`config.mk`:
```
export PLATFORM = sky130hd
export DESIGN_NAME = siso_shift_ctrl
export DESIGN_NICKNAME = d
export VERILOG_FILES = /design/src/rtl/siso_shift_ctrl_pkg.sv /design/src/rtl/siso_shift_ctrl_sreg.sv /design/src/rtl/siso_shift_ctrl.sv
export SDC_FILE = /design/constraint.sdc
export NUM_CORES = 1
export LEC_CHECK = 0
export ABC_AREA = 1
export BUFFER_PORTS_ARGS = -buffer_cell sky130_fd_sc_hd__buf_2
export CAP_MARGIN = 10
export CORE_UTILIZATION = 35
export CTS_CLUSTER_SIZE = 8
export DETAILED_ROUTE_END_ITERATION = 6
export PLACE_DENSITY = 0.64
export SYNTH_ARGS = -nofsm -noshare
export SYNTH_HDL_FRONTEND = slang
export SYNTH_SLANG_ARGS = --single-unit
```
`constraint.sdc`:
```
create_clock -name clk -period 2.35 [get_ports clk]
set_clock_uncertainty 0.2 [all_clocks]
set_input_delay 0.47 -clock clk [delete_from_list [all_inputs] [get_ports clk]]
set_output_delay 0.47 -clock clk [all_outputs]
set_load 0.05 [all_outputs]
```
`src/rtl/siso_shift_ctrl_pkg.sv`:
```
// Shared types and constants for the serial-in/serial-out shift controller.
package siso_shift_ctrl_pkg;

  localparam int DEFAULT_WIDTH = 8;

  typedef enum logic [1:0] {
    IDLE  = 2'd0,
    SHIFT = 2'd1,
    DONE  = 2'd2
  } state_e;

  // One extra bit so the counter can represent WIDTH itself without aliasing.
  function automatic int cnt_width(input int w);
    return $clog2(w) + 1;
  endfunction

endpackage

```
`src/rtl/siso_shift_ctrl_sreg.sv`:
```
// Loadable left-shift register; load wins over shift when both are asserted.
module shift_reg_ctrlable #(
  parameter int WIDTH = 8
) (
  input  logic             clk,
  input  logic             rst,
  input  logic             load,
  input  logic             shift_en,
  input  logic             si,
  input  logic [WIDTH-1:0] par_in,
  output logic [WIDTH-1:0] par_out,
  output logic             msb
);

  logic [WIDTH-1:0] sr_q, sr_d;

  always_comb begin
    sr_d = sr_q;
    if (load)
      sr_d = par_in;
    else if (shift_en)
      sr_d = {sr_q[WIDTH-2:0], si};
  end

  always_ff @(posedge clk or negedge rst) begin
    if (!rst)
      sr_q <= '0;
    else
      sr_q <= sr_d;
  end

  assign par_out = sr_q;
  assign msb     = sr_q[WIDTH-1];

endmodule

```
`src/rtl/siso_shift_ctrl.sv`:
```
// Transfer controller: serializes din MSB-first on so while capturing si into dout.
module siso_shift_ctrl
  import siso_shift_ctrl_pkg::*;
#(
  parameter int WIDTH = DEFAULT_WIDTH
) (
  input  logic             clk,
  input  logic             rst,
  input  logic             start,
  input  logic [WIDTH-1:0] din,
  input  logic             hold,
  input  logic             si,
  output logic             ready,
  output logic             busy,
  output logic             so,
  output logic             so_valid,
  output logic [WIDTH-1:0] dout,
  output logic             dout_valid
);

  localparam int              CNT_W = cnt_width(WIDTH);
  localparam logic [CNT_W-1:0] LAST = CNT_W'(WIDTH - 1);

  state_e           state_q, state_d;
  logic [CNT_W-1:0] cnt_q, cnt_d;
  logic [WIDTH-1:0] dout_q, dout_d;
  logic             load, shift_en;
  logic [WIDTH-1:0] par_out;
  logic             sr_msb;
  logic             unused_par_msb;

  shift_reg_ctrlable #(.WIDTH(WIDTH)) u_sreg (
    .clk      (clk),
    .rst      (rst),
    .load     (load),
    .shift_en (shift_en),
    .si       (si),
    .par_in   (din),
    .par_out  (par_out),
    .msb      (sr_msb)
  );

  // The outgoing MSB leaves through so, so only the lower bits feed dout.
  assign unused_par_msb = par_out[WIDTH-1];

  always_comb begin
    state_d  = state_q;
    cnt_d    = cnt_q;
    dout_d   = dout_q;
    load     = 1'b0;
    shift_en = 1'b0;
    case (state_q)
      IDLE: begin
        if (start) begin
          load    = 1'b1;
          cnt_d   = '0;
          state_d = SHIFT;
        end
      end
      SHIFT: begin
        if (!hold) begin
          shift_en = 1'b1;
          if (cnt_q == LAST) begin
            dout_d  = {par_out[WIDTH-2:0], si};
            state_d = DONE;
          end else begin
            cnt_d = cnt_q + 1'b1;
          end
        end
      end
      DONE:    state_d = IDLE;
      default: state_d = IDLE;
    endcase
  end

  always_ff @(posedge clk or negedge rst) begin
    if (!rst) begin
      state_q <= IDLE;
      cnt_q   <= '0;
      dout_q  <= '0;
    end else begin
      state_q <= state_d;
      cnt_q   <= cnt_d;
      dout_q  <= dout_d;
    end
  end

  assign ready      = (state_q == IDLE);
  assign busy       = (state_q == SHIFT) || (state_q == DONE);
  assign so         = (state_q == SHIFT) ? sr_msb : 1'b0;
  assign so_valid   = (state_q == SHIFT) && !hold;
  assign dout       = dout_q;
  assign dout_valid = (state_q == DONE);

endmodule
```
Yosys cells after proc, flatten, opt, wreduce, memory -nomap -nowiden

Cells that the tools add are included.

Add/subtract/negate cells: 1
Equal/unequal tests: 7
Muxes and demuxes: 15
Bitwise gates (word level): 1
Reduce and logical (&&, ||, !) cells: 9

Operators with widths:

| operator              | count |
|---|---|
| $mux W8               | 2 |
| $mux W4               | 3 |
| $ne A2 B2 Y1 const B  | 4 |
| $pmux W4 S2           | 1 |
| $mux W2               | 3 |
| $reduce_and A3 Y1     | 2 |
| $mux W1               | 5 |
| $add A4 B1 Y4 const B | 1 |
| $eq A4 B3 Y1 const B  | 1 |
| $pmux W2 S2           | 1 |
| $reduce_and A4 Y1     | 1 |
| $reduce_bool A2 Y1    | 2 |
| $eq A2 B1 Y1 const B  | 1 |
| $eq A2 B2 Y1 const B  | 1 |
| $logic_not A2 Y1      | 1 |
| $logic_and A1 B1 Y1   | 1 |
| $logic_not A1 Y1      | 1 |
| $logic_or A1 B1 Y1    | 1 |
| $not A1 Y1            | 1 |

Register bits after elaboration: 22
Bits of input ports: 13
Output and inout bits: 13
Word-level logic and storage cells: 37

Depth between registers and ports, before layout

Gate-level depths: netlist of run 1.

Depth after elaboration: 4
Gate-level depth with buffers: 9
Gate-level depth less buffers: 9

Cells and area by module

Synthesis of run 1 repeated with hierarchy kept, for this count alone.

Cells, all modules: 139
Area total of the unflattened synthesis: 1,134.8 µm²

Modules (own cells, without submodules):

| module             | instances | cells an instance | area an instance (µm²) | seq. area each (µm²) |
|---|---|---|---|---|
| siso_shift_ctrl    | 1         | 94                | 753.2                  | 350.3 |
| shift_reg_ctrlable | 1         | 45                | 381.6                  | 200.2 |

Least setup slack after synthesis of run 1

No wires, ideal clock.

Path type: reg2reg
Start point: register state_q[0]
End point: register u_sreg.sr_q[0], in the netlist u_sreg.par_out[0]
Library setup time: 0.087 ns
Arrival time: 1.657 ns
Data required time: 2.063 ns
Slack: 0.406 ns
Cell stages (with the launch flop): 7
Buffers on the path: 0
Period minus slack after synthesis: 1.944 ns
Cells stage by stage: dfrtp_1 inv_1 ha_1 nand2_1 inv_1 nand2_1 o211ai_1

Word-level cells in the longest chain between the ends: 3
Elaborated cells between the ends (all ways): 6
Those cells by class: 1 x eq/ne; 3 x mux; 2 x reduce/logical

RTL lines:

| what                                          | RTL line                   | RTL |
|---|---|---|
| from (decl)                                   | siso_shift_ctrl.sv:24      | `state_e state_q, state_d;` |
| from (signal assigned)                        | siso_shift_ctrl.sv:82      | `state_q <= state_d;` |
| $logic_not A2 Y1 (*)                          | -                          |  |
| via ready                                     | siso_shift_ctrl.sv:13      | `output logic ready,` |
| $mux W1 (*)                                   | siso_shift_ctrl.sv:52      | `case (state_q)` |
| $mux W8 or $reduce_bool A2 Y1 (tied branches) | -                          |  |
| to (signal assigned)                          | siso_shift_ctrl_sreg.sv:29 | `sr_q <= sr_d;` |
| to (decl)                                     | siso_shift_ctrl_sreg.sv:15 | `logic [WIDTH-1:0] sr_q, sr_d;` |

The timed path passes the listed nets; every way through them passes the cells marked *.
A chain may end at the register's enable or synchronous reset.

Worst setup path after layout of run 1

Start point: register state_q[1]
End point: output so_valid

Word-level cells in the longest chain between the ends: 2

RTL lines:

| what                | RTL line              | RTL |
|---|---|---|
| $eq A2 B1 Y1        | siso_shift_ctrl.sv:91 | `assign so_valid = (state_q == SHIFT) && !hold;` |
| $logic_and A1 B1 Y1 | siso_shift_ctrl.sv:91 |  |
| to (decl)           | siso_shift_ctrl.sv:16 | `output logic so_valid,` |

Every way passes these cells.

==> summary.md, run 1 <==
| Metric | Value |
|---|---|
| Status | finished, final reports clean |
| Sequential power share | about two fifths |
| WL final | 2.24 mm |
| Clock slew at reported path FFs | ~120 ps |
| # clock sinks | 22 |
| Initial Util | between 30% and 40% |
| Critical Path Max Stage Delay | 400 ps |
| Die area | around 3500 um^2 |
| Switching Fraction | roughly 46% |
| Initial antenna violation count | 0 |
| Register area | roughly 550 um^2 |
| Achievable frequency | between 400 and 500 MHz |
| Core Box Area | 3100 um^2 |
| Syn Area/Cell | roughly 8.5 um^2 |
| Post-route minimum period | between 2000 and 2500 ps |
| CTS tree | yes |
| Inst Count DP | 204 |
| Clock share of power | about an eighth |
| Psw | 0.000612 W |
| Final max-slew violation count | 0 |
| Hold WC Path Type | in2reg |
| Register bit total from synthesis | 22 |
| Largest net degree at the start of global routing | 23 |
| Worst Tran Pin Value | 495 ps |
| Seq/Total Area, Yosys | a little under half |
| Clock Tree Buf Depth | 2 |
| Area after DPL | between 1000 and 1500 um^2 |
| Htree depth | 1 |
| Number of buffers created by CTS | 3 |
| Most frequent cells in the layout | 42 x nand2_1, 25 x buf_2, 22 x dfrtp_1, 19 x inv_1, 12 x nand3_1 |
| Post-route insts no fill | approximately 210 |
| Clk_lat worst skew | 300 ps |
| Netlist cell types | 15 |
| Critical path, cell by cell | inv_1 > ha_2 > inv_2 > nor2_4 > buf_2 |
| Port bufs | 25 |
| Total GRT Usage | between 15 and 20% |
| Area of the multi-input gates | approximately 500 um^2 |
| Io pins | 26 |
| Share of layout cells above drive strength 1 | 26.2% |
| Slowest CP cell | dfrtp_1 |
| RD Place Congestion | 0.794 |
| Worst Path Class, Setup | reg2out |
| CP startpoint kind | register |
| Worst-path fanout max | 6 |
| Syn nets | around 160 |
| Final Hold Fails | 0 |
| Total power | 0.00133 W |
| Max Cap Viol | 0 |
| Maximum vdd drop | ~0.39 mV |
| Worst slew margin | 67.0% |
| P per Cell Area | around 980 nW/um^2 |
| Nets | between 150 and 200 |
| Area grow syn2layout | 17.3% |
| Fillers | 340 |
| Mapped Area | between 1000 and 1500 um^2 |
| Synthesized instance count | roughly 140 |
| RSZ-0062 raised after global routing | false |
| Vias | 943 |
| Final Cell Area | 1360 um^2 |
| Internal power | between 0.0007 and 0.0008 W |
| Synth Warn # | 0 |
| Clk root buf | clkbuf_4 |
| Cell Rows | 20 |
| Total negative setup slack | 0 ps |
| Die height | around 60 um |
| Via density | between 4 and 5 |
| CP Data Arrival Time | between 1500 and 2000 ps |
| Util after Layout | 43.8% |
| Logic pwr share | approximately 47% |
| Setup violators final | 0 |
| ANT nets after route | 0 |
| Diode count | 0 |
| First-pass GRT wire length | between 3 and 4 mm |
| Iter 0 DRT Violations | 51 |
| Vias in the first global route | roughly 850 |
| Die X-Extent | between 50 and 60 um |
| Commonest non-fill, non-tap cell in the layout | nand2_1 |
| DRT Pass-1 Iters | 4 |
| GR Overflow Total | 0 |
| DPL Wire Length | between 1.5 and 2 mm |
| Critical path endpoint category | primary output |
| Remaining DRCs | 0 |
| Static Leak | around 0.75 nW |
| Crit share post-route | a little over nine tenths |
| DR WL/cell | 10.8 um |
| Worst path required time | roughly 1700 ps |
logic make-up after synthesis:
group,count (synthesis),synth area share [%]
compound gates,21,13.4
fa+ha+maj,6,6.48
buf+inv,23,8.75
flops,22,47.5
simple gates,64,23.9
Yosys cell counts:
| master | n | area [um^2] |
|---|---|---|
| a21oi_1 | 3 | 15.0 |
| buf_6 | 2 | 22.5 |
| dfrtp_1 | 22 | 551 |
| ha_1 | 6 | 75.1 |
| inv_1 | 19 | 71.3 |
| inv_2 | 2 | 7.51 |
| nand2_1 | 42 | 158 |
| nand2_4 | 1 | 11.3 |
| nand3_1 | 12 | 60.1 |
| nand3_2 | 1 | 10.0 |
| nor2_1 | 7 | 26.3 |
| nor2_4 | 1 | 11.3 |
| o211ai_1 | 8 | 60.1 |
| o21ai_0 | 2 | 10.0 |
| o21ai_2 | 8 | 70.1 |
path summary, 6_finish.rpt:
kind | start | end | slack [ps] | depth (start not counted)
worst max-delay path | state_q[1] | so_valid | 120 | 5
worst min-delay path | din[1] | u_sreg.par_out[1] | 190 | 3
worst max register to register | state_q[1] | u_sreg.par_out[5] | 550 | 6
worst min register to register | dout[1] | dout[1] | 290 | 2
max in group asynchronous | rst | u_sreg.par_out[7] | 1150 | 2
min in group asynchronous | rst | state_q[1] | 460 | 2
timing repair:
action / in CTS / in global routing
hold buffers: 1 / 0
buffers inserted: 0 / 0
setup endpoints to repair: 0 / 1
gates resized for setup: 0 / 1
hold endpoints to repair: 22 / 0
flip-flops by register name, summed over array words and instances, names as in the netlist:
| signal | cells |
|---|---|
| state_q | 2 |
| cnt_q | 4 |
| dout | 8 |
| u_sreg.par_out | 8 |
power by group through the flow:
stage / combinational, W / sequential, W / clock, W
2_1_floorplan: 0.000488 / 0.000552 / 0
5_1_grt: 0.000705 / 0.000555 / 0.000189
6_report: 0.000624 / 0.000542 / 0.000168
3_3_place_gp: 0.000616 / 0.000546 / 0
4_1_cts: 0.000629 / 0.000542 / 0.000176
3_5_place_dp: 0.000626 / 0.000548 / 0
layer usage:
metal	up-vias	part of all wire, %	global-route usage, %
met5	-	0	0
met4	0	1.3	6.98
met3	4	4.7	1.97
met2	25	42	22.0
met1	426	52	22.1
li1	488	-	-
through the flow:
step / worst slack, ps / hold WS [ps]
2_1_floorplan: 406 / -25.6
3_3_place_gp: 474 / 252
3_5_place_dp: 419 / 263
4_1_cts: 58.5 / 188
5_1_grt: 43.8 / 185
6_report: 124 / 194
worst max-delay path: cells and delay by family, from the launching register on:
| kind | cells | cell delay, ps |
|---|---|---|
| AND/OR/NAND/NOR | 1 | 90 |
| flip-flops | 1 | 400 |
| adder cells (fa/ha/maj) | 1 | 270 |
| buffers and inverters | 3 | 500 |
layout make-up:
class / instances / area share (%)
timing repair buffer: 27 / 10.5
clock buffer: 3 / 1.66
sequential: 22 / 40.5
inverter: 21 / 5.80
tap: 44 / 4.05
multi-input combinational: 91 / 37.5
Note: power is estimated with default switching activity, not from simulation.
==> run 2, diff against run 1 <==
--- a/config.mk
+++ b/config.mk
@@ -12,6 +12,7 @@
 export CTS_CLUSTER_SIZE = 8
 export DETAILED_ROUTE_END_ITERATION = 6
 export PLACE_DENSITY = 0.64
+export RECOVER_POWER = 50
 export SYNTH_ARGS = -nofsm -noshare
 export SYNTH_HDL_FRONTEND = slang
 export SYNTH_SLANG_ARGS = --single-unit
==> summary.md, run 2 (synthesis gave the netlist of run 1 again) <==
| Metric | Value |
|---|---|
| Total negative setup slack | 0 ps |
| Diode count | 0 |
| Final Hold Fails | 0 |
| DPL Wire Length | around 1.7 mm |
| Initial Util | between 30% and 40% |
| CTS tree | yes |
| Clock Tree Buf Depth | 2 |
| RSZ-0062 raised after global routing | false |
| GRT Max-Usage Layer | met1 |
| Met1 Usage GRT | 22.1% |
| Postcts setup bufs | 0 |
| Crit share post-route | a little over nine tenths |
| Via density | about 4.6 |
| Vias in the first global route | approximately 850 |
| Largest net degree at the start of global routing | 23 |
| Share of layout cells above drive strength 1 | 22.0% |
| Iter 0 DRT Violations | 51 |
| Nets | between 150 and 200 |
| Port bufs | 25 |
| Hold WC Path Type | in2reg |
| Final Cell Area | about 1400 um^2 |
| Core Box Area | just over 3000 um^2 |
| Die area | around 3500 um^2 |
| DRT Pass-1 Iters | 4 |
| Post-route minimum period | about 2200 ps |
| Fillers | 342 |
| Htree depth | 1 |
| WL final | 2.25 mm |
| First-pass GRT wire length | 3.93 mm |
| Max Cap Viol | 0 |
| M3 GR Usage | about 2% |
| Reg2reg path depth | 6 |
| Maximum vdd drop | 0.385 mV |
| Vias | 947 |
| P per Cell Area | 989 nW/um^2 |
| Total GRT Usage | approximately 15% |
| Die height | about 60 um |
| Static Leak | 0.722 nW |
| CP startpoint kind | register |
| Clock slew at reported path FFs | 120 ps |
| Area after DPL | ~1300 um^2 |
| Clk root buf | clkbuf_4 |
| Inst Count DP | 204 |
| Worst Path Class, Setup | reg2out |
| CP Data Arrival Time | 1560 ps |
| Remaining DRCs | 0 |
| Min Hold Slack | ~190 ps |
| Io pins | 26 |
| Post-route insts no fill | 208 |
| Worst slew margin | roughly a fifth |
| Achievable frequency | around 450 MHz |
| Die X-Extent | around 60 um |
| Met2 usage | a little over a fifth |
| Clk_lat worst skew | ~300 ps |
| Hold depth | 3 |
| Area grow syn2layout | 16.5% |
| Status | finished, final reports clean |
| Number of buffers created by CTS | 3 |
| # clock sinks | 22 |
| Setup violators final | 0 |
| Final max-slew violation count | 0 |
| DR WL/cell | 10.8 um |
| Commonest non-fill, non-tap cell in the layout | nand2_1 |
| Worst-path fanout max | 6 |
| Worst Tran Pin Value | about 1200 ps |
| Worst path required time | about 1700 ps |
| Critical path endpoint category | primary output |
| Total power | 0.00134 W |
| Most frequent cells in the layout | 42 x nand2_1, 22 x dfrtp_1, 19 x inv_1, 18 x buf_2, 12 x nand3_1 |
| ANT nets after route | 0 |
| GR Overflow Total | 0 |
| Initial antenna violation count | 0 |
| RD Place Congestion | between 0.7 and 0.8 |
| Cell Rows | 20 |
[run 2: cell count changes in the layout (fill, tap and decap cells not counted), sizes merged]
| cell | delta |
|---|---|
| buf | -7 |
| clkbuf | +7 |
[run 2: worst paths after layout]
kind	to	start	slack, ps
min in group asynchronous	state_q[1]	rst	720
max reg2reg	u_sreg.par_out[5]	state_q[1]	530
max in group asynchronous	u_sreg.par_out[7]	rst	520
max	so_valid	state_q[1]	120
min reg2reg	dout[1]	dout[1]	290
min	u_sreg.par_out[0]	din[0]	190
[run 2: worst max-delay path, stage by stage, from the launching register on]
cell and delay, ps:
dfrtp_1 400, inv_1 150, ha_2 270, inv_2 80, nor2_4 90, buf_2 270
[run 2: cell type report]
class / count / area [um^2] / share of cell area (%)
timing repair buffer: 27 / 134 / 9.92
multi-input combinational: 91 / 509 / 37.7
clock buffer: 3 / 22.5 / 1.67
tap: 44 / 55.1 / 4.08
inverter: 21 / 78.8 / 5.84
sequential: 22 / 551 / 40.8
[run 2: through the flow]
stage / worst slack, ps / utilization (%)
global placement: 474 / 42.7
global route: 43.8 / 43.5
finish: 123 / 43.5
floorplan: 406 / -
detailed placement: 419 / 42.7
CTS: 58.5 / 43.7
[run 2: timing repair]
action                                 in CTS  in global routing
setup endpoints to repair                   0                  1
endpoints found under the hold margin      22                  0
resized for setup                           0                  1
hold buffers                                1                  0
[run 2: layer usage]
layer  up-vias  wire length, um
met4         0               29
met2        22              950
met5         -                0
met3         4               80
li1        488                -
met1       433             1190
[run 2: report_power, final]
group | switching, W | internal, W | total (W) | leakage, nW
combinational | 0.000441 | 0.000183 | 0.000624 | 0.417
sequential | 0.0000648 | 0.000477 | 0.000542 | 0.291
clock | 0.000109 | 0.0000598 | 0.000169 | 0.0138
total | 0.000615 | 0.000721 | 0.00134 | 0.722
==> run 3, diff against run 2 <==
--- a/config.mk
+++ b/config.mk
@@ -5,7 +5,6 @@
 export SDC_FILE = /design/constraint.sdc
 export NUM_CORES = 1
 export LEC_CHECK = 0
-export ABC_AREA = 1
 export BUFFER_PORTS_ARGS = -buffer_cell sky130_fd_sc_hd__buf_2
 export CAP_MARGIN = 10
 export CORE_UTILIZATION = 35
==> summary.md, run 3 <==
| Metric | Value |
|---|---|
| Postcts setup bufs | 0 |
| RR Endpoint | cnt_q[0] |
| Critical path, cell by cell | inv_1 > ha_2 > and2_1 > buf_2 |
| Mapped Area | around 1200 um^2 |
| Die height | roughly 59 um |
| Clk_lat worst skew | ~310 ps |
| Slowest CP cell | dfrtp_1 |
| Fillers | 297 |
| Setup violators final | 0 |
| Critical path endpoint category | primary output |
| Number of flops mapped to enable cells by yosys | 0 |
| Buf+Inv Stages, Crit Path | 2 |
| Worst-path fanout max | 6 |
| Synth Warn # | 0 |
| Hold Path Origin | din[7] |
| CP Data Arrival Time | about 1600 ps |
| Synth top area share | between 40% and 50% |
| P per Cell Area | ~1200 nW/um^2 |
| Status | finished, final reports clean |
| Io pins | 26 |
| Achievable frequency | between 400 and 500 MHz |
| Iter 0 DRT Violations | 46 |
| Final setup margin | 121 ps |
| Post-route insts no fill | roughly 170 |
| Vias in the first global route | between 700 and 800 |
| Static Leak | 0.718 nW |
| Remaining DRCs | 0 |
| Worst reg2reg startpoint | state_q[0] |
| Crit-path leading delay family | flip-flops |
| Initial Util | a little under two fifths |
| Final max-slew violation count | 0 |
| Post-route minimum period | 2230 ps |
| Commonest non-fill, non-tap cell in the layout | dfrtp_1 |
| Total GRT Usage | 13.4% |
| DPL Wire Length | ~1.5 mm |
| Port bufs | 25 |
| RD Place Congestion | approximately 0.81 |
| FFs w/ async S/R, synth | 100% |
| Vias | about 800 |
| GR Overflow Total | 0 |
| Cell Rows | 20 |
| Syn nets | around 120 |
| Max Cap Viol | 0 |
| CP startpoint kind | register |
| ANT nets after route | 0 |
| Worst hold endpoint | u_sreg.par_out[7] |
| Maximum vdd drop | about 0.43 mV |
| Worst path required time | 1680 ps |
| DRT Pass-1 Iters | 4 |
| First-pass GRT wire length | 3.52 mm |
| Diode count | 0 |
| DR WL/cell | between 10 and 15 um |
| Worst slew margin | a little over a fifth |
| Seq/Total Area, Yosys | a little under half |
| Worst Path Class, Setup | reg2out |
| Register-to-register setup slack | 400 ps |
| Main synth FF type | dfrtp_1 |
| Clock slew at reported path FFs | ~130 ps |
| Die area | around 3500 um^2 |
| Critical Path Max Stage Delay | roughly 440 ps |
| Min Hold Slack | approximately 140 ps |
| Via density | 4.75 |
| Core Box Area | slightly above 3000 um^2 |
| Most frequent cells in the layout | 22 x dfrtp_1, 17 x buf_2, 13 x nand2_1, 9 x mux2_2, 9 x mux2i_1 |
| Area grow syn2layout | 20.7% |
| # clock sinks | 22 |
| Clock Tree Buf Depth | 2 |
| Syn Area/Cell | approximately 12 um^2 |
| Largest net degree at the start of global routing | 23 |
| CTS tree | yes |
| Crit share post-route | a little over nine tenths |
| Top-count cell post-synth | dfrtp_1 |
| Hold WC Path Type | in2reg |
| Share of layout cells above drive strength 1 | 34.4% |
| Synthesized instance count | 97 |
| RSZ-0062 raised after global routing | false |
| Ranking of synthesized cells by area | dfrtp_1 48%, mux2_2 8.8%, mux2i_1 7.8% |
| Hold depth | 3 |
| Reg2reg path depth | 5 |
| Htree depth | 1 |
| Die X-Extent | between 50 and 60 um |
| Total negative setup slack | 0 ps |
| Number of buffers created by CTS | 3 |
| Clk root buf | clkbuf_4 |
| Final Hold Fails | 0 |
| Worst Tran Pin Value | between 1000 and 1500 ps |
| WL final | 2.09 mm |
| Register bit total from synthesis | 22 |
| Netlist cell types | 26 |
| Nets | 145 |
| Placement Setup Slack | 313 ps |
| Inst Count DP | around 160 |
| Initial antenna violation count | 0 |
| Post-synth top cells | 22 x dfrtp_1, 13 x nand2_1, 9 x mux2_2, 9 x mux2i_1, 8 x o21ai_0 |
| Synth area leader | dfrtp_1 |
==> run 3: cell types whose count changed in the layout (fill, tap and decap cells not counted), sizes merged, moves of 7 or more <==
cell    change
inv        -16
mux2       +10
mux2i       +9
nand3      -10
nor2        -7
o211ai      -8
nand2      -30
==> run 3: worst max path at each step <==
| stage | start | endpoint | slack [ps] | cells after the start |
|---|---|---|---|---|
| 2_1_floorplan | state_q[0] | cnt_q[0] | 290 | 5 |
| 4_1_cts | state_q[1] | so_valid | 30 | 5 |
| 3_3_place_gp | state_q[1] | dout[5] | 370 | 6 |
| 5_1_grt | state_q[1] | so_valid | 20 | 5 |
| 6_report | state_q[1] | so | 120 | 4 |
| 3_5_place_dp | state_q[1] | dout[7] | 310 | 6 |
==> run 3: metrics by stage <==
stage,cell area (um^2),total power (W),utilization [%]
after detailed placement,1320,0.00141,42.9
after floorplan,1150,0.00126,-
after global routing,1390,0.00184,45.2
after global placement,1320,0.00140,42.9
final,1390,0.00171,45.2
after CTS,1390,0.00171,45.0
==> run 3: power by group <==
| group | total (W) | switching, W | internal (W) |
|---|---|---|---|
| logic | 0.000792 | 0.000488 | 0.000305 |
| clock network | 0.000298 | 0.000126 | 0.000172 |
| registers | 0.000619 | 0.000109 | 0.000510 |
==> run 3: what timing repair did <==
item                                    4_1_cts  5_1_grt
hold buffers                                  1        0
hold endpoints to repair                     22        0
endpoints found under the setup margin        1        1
gates resized for setup                       1        3
==> run 3: cell families after synthesis <==
| logic type | after synthesis | share of synthesized area [%] |
|---|---|---|
| AND/OR/NAND/NOR | 26 | 13.5 |
| multiplexers | 19 | 17.9 |
| AO/OA/AOI/OAI | 15 | 10.5 |
| flip-flops | 22 | 47.8 |
| buffers and inverters | 9 | 3.80 |
| adder cells (fa/ha/maj) | 6 | 6.51 |
==> run 3: area by class of cell <==
class                      count  area, um^2  area share (%)
multi-input combinational     66         573            41.2
sequential                    22         551            39.6
timing repair buffer          27         136            9.80
tap                           44        55.1            3.96
clock inverter                 1        30.0            2.16
inverter                       6        23.8            1.71
clock buffer                   3        22.5            1.62
==> run 3: routing by layer <==
| metal | vias up | GRT usage [%] | part of all wire [%] |
|---|---|---|---|
| met1 | 384 | 19.1 | 49 |
| met2 | 19 | 20.2 | 45 |
| li1 | 397 | - | - |
| met5 | - | 0 | 0 |
| met4 | 0 | 2.04 | 0.62 |
| met3 | 2 | 4.15 | 4.6 |
==> run 3: tightest hold or removal path: stages <==
cell and delay (ps):
buf_2 70, nand2_1 30, o21ai_0 50
